==> config.mk <==
export PLATFORM = sky130hd
export DESIGN_NAME = id_stage
export DESIGN_NICKNAME = d
export VERILOG_FILES = /design/src/rtl/mips_pkg.sv /design/src/rtl/reg_file.sv /design/src/rtl/id_stage.sv
export SDC_FILE = /design/constraint.sdc
export NUM_CORES = 2
export LEC_CHECK = 0
export BUFFER_PORTS_ARGS = -buffer_cell sky130_fd_sc_hd__buf_4
export CELL_PAD_IN_SITES_DETAIL_PLACEMENT = 1
export CELL_PAD_IN_SITES_GLOBAL_PLACEMENT = 1
export CORE_MARGIN = 1.5
export CORE_UTILIZATION = 48
export DETAILED_ROUTE_END_ITERATION = 7
export PLACE_DENSITY_LB_ADDON = 0.2
export SLEW_MARGIN = 20
export SYNTH_ARGS = -nofsm -noshare
export SYNTH_HDL_FRONTEND = slang
export SYNTH_SLANG_ARGS = --single-unit
==> constraint.sdc <==
create_clock -name clock -period 7.75 [get_ports clock]
set_input_delay 1.55 -clock clock [delete_from_list [all_inputs] [get_ports clock]]
set_output_delay 1.55 -clock clock [all_outputs]
set_load 0.02 [all_outputs]
==> src/rtl/mips_pkg.sv <==
// Shared MIPS pipeline definitions: opcodes, control-vector widths, bit positions and the
// main control decoder used by the ID stage.
package mips_pkg;

  localparam logic [5:0] OP_RTYPE = 6'h00;
  localparam logic [5:0] OP_LW    = 6'h23;
  localparam logic [5:0] OP_SW    = 6'h2B;
  localparam logic [5:0] OP_BEQ   = 6'h04;

  localparam int unsigned WB_W = 2;
  localparam int unsigned M_W  = 3;
  localparam int unsigned EX_W = 4;

  localparam int unsigned WB_REGWRITE = 1;
  localparam int unsigned WB_MEMTOREG = 0;
  localparam int unsigned M_BRANCH    = 2;
  localparam int unsigned M_MEMREAD   = 1;
  localparam int unsigned M_MEMWRITE  = 0;
  localparam int unsigned EX_REGDST   = 3;
  localparam int unsigned EX_ALUOP_HI = 2;
  localparam int unsigned EX_ALUOP_LO = 1;
  localparam int unsigned EX_ALUSRC   = 0;

  typedef struct packed {
    logic [WB_W-1:0] wb;
    logic [M_W-1:0]  m;
    logic [EX_W-1:0] ex;
  } ctrl_t;

  function automatic ctrl_t decode_ctrl(input logic [5:0] opcode);
    ctrl_t c;
    c = '0;
    case (opcode)
      OP_RTYPE: begin
        c.wb[WB_REGWRITE] = 1'b1;
        c.ex[EX_REGDST]   = 1'b1;
        c.ex[EX_ALUOP_HI] = 1'b1;
      end
      OP_LW: begin
        c.wb[WB_REGWRITE] = 1'b1;
        c.wb[WB_MEMTOREG] = 1'b1;
        c.m[M_MEMREAD]    = 1'b1;
        c.ex[EX_ALUSRC]   = 1'b1;
      end
      OP_SW: begin
        c.m[M_MEMWRITE] = 1'b1;
        c.ex[EX_ALUSRC] = 1'b1;
      end
      OP_BEQ: begin
        c.m[M_BRANCH]     = 1'b1;
        c.ex[EX_ALUOP_LO] = 1'b1;
      end
      default: c = '0;
    endcase
    return c;
  endfunction

endpackage

==> src/rtl/reg_file.sv <==
// 32x32 register file: synchronous clear, $0 hardwired to zero, two combinational read
// ports with write-before-read bypass from the write-back port.
module reg_file (
  input  logic        clock,
  input  logic        reset,
  input  logic [4:0]  rs_addr,
  input  logic [4:0]  rt_addr,
  output logic [31:0] rs_data,
  output logic [31:0] rt_data,
  input  logic        wr_en,
  input  logic [4:0]  wr_addr,
  input  logic [31:0] wr_data
);

  logic [31:0] regs_q [32];
  logic        wr_live;

  assign wr_live = wr_en && (wr_addr != 5'd0);

  always_ff @(posedge clock) begin
    if (reset) begin
      for (int i = 0; i < 32; i++) begin
        regs_q[i] <= '0;
      end
    end else if (wr_live) begin
      regs_q[wr_addr] <= wr_data;
    end
  end

  always_comb begin
    rs_data = '0;
    rt_data = '0;
    if (rs_addr != 5'd0) begin
      rs_data = (wr_live && (wr_addr == rs_addr)) ? wr_data : regs_q[rs_addr];
    end
    if (rt_addr != 5'd0) begin
      rt_data = (wr_live && (wr_addr == rt_addr)) ? wr_data : regs_q[rt_addr];
    end
  end

endmodule

==> src/rtl/id_stage.sv <==
// MIPS instruction-decode stage: control decode, sign-extend, register file and ID/EX latch.
// Define ID_STAGE_HAZARD_EN to enable load-use stall detection and bubble insertion.
module id_stage
  import mips_pkg::*;
(
  input  logic            clock,
  input  logic            reset,
  input  logic [31:0]     IF_ID_inst,
  input  logic [7:0]      IF_ID_npc,
  input  logic            MEM_WB_RegWrite,
  input  logic [4:0]      MEM_WB_WriteReg,
  input  logic [31:0]     WB_WriteData,
  output logic [WB_W-1:0] ID_EX_wb,
  output logic [M_W-1:0]  ID_EX_m,
  output logic [EX_W-1:0] ID_EX_ex,
  output logic [31:0]     ID_EX_npc,
  output logic [31:0]     ID_EX_readdat1,
  output logic [31:0]     ID_EX_readdat2,
  output logic [31:0]     ID_EX_sign_ext,
  output logic [4:0]      ID_EX_instr_2016,
  output logic [4:0]      ID_EX_instr_1511,
  output logic            stall
);

  logic [4:0]  rs, rt, rd;
  logic [31:0] rs_data, rt_data, sign_ext;
  ctrl_t       dec_ctrl;

  assign rs       = IF_ID_inst[25:21];
  assign rt       = IF_ID_inst[20:16];
  assign rd       = IF_ID_inst[15:11];
  assign sign_ext = {{16{IF_ID_inst[15]}}, IF_ID_inst[15:0]};
  assign dec_ctrl = decode_ctrl(IF_ID_inst[31:26]);

  reg_file u_reg_file (
    .clock   (clock),
    .reset   (reset),
    .rs_addr (rs),
    .rt_addr (rt),
    .rs_data (rs_data),
    .rt_data (rt_data),
    .wr_en   (MEM_WB_RegWrite),
    .wr_addr (MEM_WB_WriteReg),
    .wr_data (WB_WriteData)
  );

`ifdef ID_STAGE_HAZARD_EN
  // Gated by reset so stall is clean before the ID/EX latch has been cleared.
  assign stall = !reset && ID_EX_m[M_MEMREAD] && (ID_EX_instr_2016 != 5'd0) &&
                 ((ID_EX_instr_2016 == rs) || (ID_EX_instr_2016 == rt));
`else
  assign stall = 1'b0;
`endif

  always_ff @(posedge clock) begin
    if (reset) begin
      ID_EX_wb         <= '0;
      ID_EX_m          <= '0;
      ID_EX_ex         <= '0;
      ID_EX_npc        <= '0;
      ID_EX_readdat1   <= '0;
      ID_EX_readdat2   <= '0;
      ID_EX_sign_ext   <= '0;
      ID_EX_instr_2016 <= '0;
      ID_EX_instr_1511 <= '0;
    end else begin
      ID_EX_wb         <= stall ? '0 : dec_ctrl.wb;
      ID_EX_m          <= stall ? '0 : dec_ctrl.m;
      ID_EX_ex         <= stall ? '0 : dec_ctrl.ex;
      ID_EX_npc        <= {24'd0, IF_ID_npc};
      ID_EX_readdat1   <= rs_data;
      ID_EX_readdat2   <= rt_data;
      ID_EX_sign_ext   <= sign_ext;
      ID_EX_instr_2016 <= rt;
      ID_EX_instr_1511 <= rd;
    end
  end

endmodule

==> Yosys cells after proc, flatten, opt, wreduce, memory -nomap -nowiden <==
Memory sizes are Yosys's and may differ from the RTL's. A register that Yosys moved wholly into a read port is not among the register bits.
Index checks and enable logic that the tools add are counted.
{ "op_classes": {"addsub": 0, "multipliers": 0, "n_div": 0, "magnitude_cmp": 0, "n_eq_ne": 3, "shifts": 0, "n_mux": 14, "n_bitwise": 2, "reduce_logical": 10} }
{ "ops": {"columns": ["cell", "count"], "rows": [
  ["32-bit two-way mux", 1],
  ["32-bit OR reduction", 1],
  ["5-bit nonzero test", 3],
  ["6-bit == test, second input constant", 2],
  ["1-bit two-way mux", 11],
  ["2-bit OR reduction", 4],
  ["6-bit by 3-bit == test with 1-bit output, second input constant", 1],
  ["6-bit logical NOT", 1],
  ["5-bit two-way mux", 1],
  ["2-bit two-way mux", 1],
  ["1-bit NOT", 2],
  ["1-bit logical AND", 1]
]} }
{ "totals": {"reg_bits": 67, "latch_bits": 0, "ram_bits": 1024, "mem_bits_ro": 0, "inputBits": 80, "word_cells": 38, "memories": 1} }
{ "mem_list": {"columns": ["memory", "depth", "width", "read_ports", "rd_clocked_by_memory_dff", "wr", "line_no", "rtl"], "rows": [
  ["u_reg_file.regs_q", 32, 32, 2, 2, 32, "reg_file.sv:15", "logic [31:0] regs_q [32];"]
]} }

==> Depth between registers and ports, before layout <==
{ "logic_depth": {"depth_word": 7, "mapped_depth": 10, "depth_no_buf": 5} }

==> Modules after synthesis <==
Synthesis repeated with hierarchy kept, for this count alone.
{ "unflattened": {"cells_unflattened": 4181, "hier_area_um2": 58777.6} }
{ "by_module_without_submodules": {"columns": ["mod", "n_inst", "cells_per_inst", "area_per_inst_um2", "seq_area_each_um2"], "rows": [
  ["reg_file", 1, 3918, 55723.4, 30749.5],
  ["id_stage", 1, 263, 3054.2, 1981.9]
]} }

==> Least setup slack after synthesis <==
No wires, ideal clock.
{ "synth_timing": {"kind": "in2reg", "startpoint": "input MEM_WB_WriteReg[4]", "endpoint": "memory u_reg_file.regs_q[17][0], enable pin", "arrival_ps": 4643, "required_ps": 7284, "setup_slack_ps": 2642, "cell_stages": 4, "n_path_buf": 2, "cell_sequence": "buf_2 -> or3b_2 -> clkbuf_1 -> o21ai_0"} }
{ "synth_lines": {"columns": ["item", "line_no", "rtl"], "rows": [
  ["from (decl)", "id_stage.sv:11", "input logic [4:0] MEM_WB_WriteReg,"],
  ["to (decl)", "reg_file.sv:15", null]
]} }

==> flow_summary.ini <==
[worst_setup_path]
rrSetupSlack_ps = 5500
critPathRequiredTime_ps = 8120
critPathMaxFanout = 23
reg2reg_depth = 5
r2r-start = u_reg_file.regs_q[3][4]
path_class = in2reg
r2r_end = ID_EX_readdat2[4]
cp.arrival_ps = 4680
end_kind = flop
cp-start-kind = input pin

[synth]
yosys_register_bits = 1123
ys_warn_count = 0
synth.distinct_cells = 54
netlist_area_mm2 = 0.0579
netlist_instances = 3977
synthFlopType = edfxtp_1
async_flop_share_pct = 0
synth_edf_count = 1024
ys_seq_area_share_pct = 56.5
synth_area_per_cell_um2 = 14.6

[power_and_ir_drop]
power.density_mw_per_mm2 = 228
leakage_uw = 0.0230
power_frac_comb_pct = 11.9
seq_power_share_pct = 48.5
switchingPower_uw = 3810
ir_drop_mv = 0.193
p_int_uw = 11000
p_sw_share_pct = 25.7
clockPowerShare_pct = 39.5

[clock_tree]
cts-htree-levels = 3
cts_root_buf = clkbuf_16
clkSlewWorstSetupHoldPaths_ps = 60
ctsHoldBuffers = 0
cts_resized = 0
cts_made_buffers = 121
tritoncts = yes
post_cts_buffers = 0
clk_latency_ps = 740
clk_path_buf_depth = 3
clock_sinks = 1123

[worst_hold_path]
hold_path.class = reg2reg
hp-start = u_reg_file.regs_q[6][7]
worst_hold_path.num_cells = 5
min_to = ID_EX_readdat1[7]

[detailed_routing]
ant_nets = 0
via_per_inst = 6.80
firstDrtPassIters = 6
wl_per_cell_um = 38.3
wl_um = 219000
drt_iter0_markers = 5219
dr_total_vias = 38903
drc = 0

[timing]
hold_viol_final = 0
period_share_pct = 55.5
holdWs_ps = 847
worst_pin_slew_ps = 1250
slew_violations = 0
max_clock_freq_mhz = 232
finClkSkew_ps = 26.0
rsz0062_at_grt = false
fin_crit_ps = 4300
setup_viol = 0
setup_tns_ps = 0
max_slew_margin_pct = 16.5

[finish]
final_nets = 4073
areaGrowthSynthToFinish_pct = 12.0
final_core_util_pct = 54.1
drive_gt1_share_pct = 23.9

[floorplan]
initial_utilization_pct = 48.3
pin_count = 228
die-width_um = 350
num_rows = 127
die-area_mm2 = 0.123
die_y_um = 350
core_mm2 = 0.120

[flow_run]
maxCapViolations = 0

[global_route]
gr-total-overflow = 0
grt_pass1_vias = 39880
grt_first_pass_wirelength_um = 304000
antenna_found_initial = 18
gr-usage-all-layers_pct = 35.6
grt_max_degree = 97

[outcome]
status = completed

[place]
gp_congestion = 0.847
dp_hpwl_um = 126000
io_buffers = 202
-- worst max-delay path: stages --
cell and delay, ps:
buf_4 250, nor2b_1 360, nand3_2 750, o21ai_4 1160, buf_4 510
-- Yosys cell counts, drive strengths merged (2+ instances only) --
master	n	area (um^2)
edfxtp	1024	30700
nor2b	68	425
a311oi	3	26.3
o22ai	17	106
a31oi	2	27.5
nand3	24	120
mux4	404	9100
o221ai	21	184
and2	996	6230
xnor2	7	61.3
a21oi	64	320
a221o	5	50.1
o21ai	36	184
a221oi	64	561
dfxtp	99	1980
buf	190	1230
a211o	32	280
nor4	2	12.5
mux2i	247	2470
a211oi	80	601
nor3	6	30.0
inv	3	11.3
o211ai	3	22.5
nand2	63	236
a22oi	86	646
o31a	3	26.3
xor2	3	26.3
nand3b	6	45.0
clkbuf	281	1050
nor2	40	153
a32o	31	310
or3b	3	26.3
and3	2	12.5
o21bai	32	240
mux2	19	214
-- power groups by stage --
stage | sequential [uW] | combinational (uW) | clock, uW
floorplan | 7260 | 1040 | 0
global placement | 7260 | 1720 | 0
detailed placement | 7290 | 1740 | 0
CTS | 7170 | 1750 | 5880
global route | 7200 | 1820 | 6070
finish | 7180 | 1770 | 5850
-- area by class of cell --
class                           count  area (um^2)
Clock buffer                      172         3370
Inverter                            3         11.3
Tap cell                         1612         2020
Fill cell                       11453        55000
Multi-Input combinational cell   2436        23700
Clock inverter                     55          523
Timing Repair Buffer              308         2460
Antenna cell                       10         25.0
Sequential cell                  1123        32700
-- cells in the final DEF, fill, tap and decap left out, types with 31 or more instances in the layout --
| cell | instances |
|---|---|
| edfxtp_1 | 1024 |
| and2_1 | 996 |
| mux4_2 | 404 |
| buf_4 | 294 |
| mux2i_1 | 247 |
| clkbuf_16 | 124 |
| dfxtp_1 | 99 |
| a22oi_1 | 86 |
| a211oi_1 | 80 |
| a21oi_1 | 64 |
| a221oi_1 | 64 |
| nor2b_1 | 63 |
| nand2_1 | 63 |
| conb_1 | 57 |
| clkbuf_1 | 39 |
| nor2_4 | 34 |
| o21ai_4 | 33 |
| o21bai_1 | 32 |
| a211o_1 | 32 |
| a32o_1 | 31 |
-- worst max-delay path by stage --
| stage | start | end | depth (start not counted) |
|---|---|---|---|
| floorplan | MEM_WB_WriteReg[4] | u_reg_file.regs_q[17][0] | 4 |
| global placement | reset | u_reg_file.regs_q[23][15] | 5 |
| detailed placement | reset | u_reg_file.regs_q[23][15] | 5 |
| CTS | reset | u_reg_file.regs_q[23][16] | 5 |
| global route | reset | u_reg_file.regs_q[23][12] | 5 |
| finish | reset | u_reg_file.regs_q[23][16] | 5 |
-- through the flow --
stage	cells	area, um^2	setup WS, ps	power, uW
after floorplan	4033	58100	2640	8300
after global placement	5482	60900	2910	8980
after detailed placement	5482	60900	2790	9030
after CTS	5709	64800	3540	14800
after global routing	5710	64800	3440	15100
final	5719	64900	3450	14800
-- cell families after synthesis --
group / count (synthesis) / synth area share, %
simple gates: 1215 / 12.7
flops: 1123 / 56.5
mux: 670 / 20.4
compound gates: 484 / 6.32
buf+inv: 474 / 3.97
xor+xnor: 10 / 0.151
other cells: 1 / 0.00648
-- state kept, by name, indices dropped and copies added, names as in the netlist --
register / flops
ID_EX_ex: 3
ID_EX_instr_1511: 1
ID_EX_instr_2016: 5
ID_EX_m: 1
ID_EX_npc: 8
ID_EX_readdat1: 32
ID_EX_readdat2: 32
ID_EX_sign_ext: 15
ID_EX_wb: 2
u_reg_file.regs_q: 1024
-- routing by layer --
metal / up-vias / global-route usage, % / share of wire [%]
met5: - / 0 / 0.048
met4: 16 / 18.9 / 5.7
met3: 648 / 7.14 / 10
met2: 2524 / 56.6 / 47
met1: 20545 / 46.3 / 37
li1: 15170 / - / -
No activity file was read; power rests on OpenSTA's default activity.
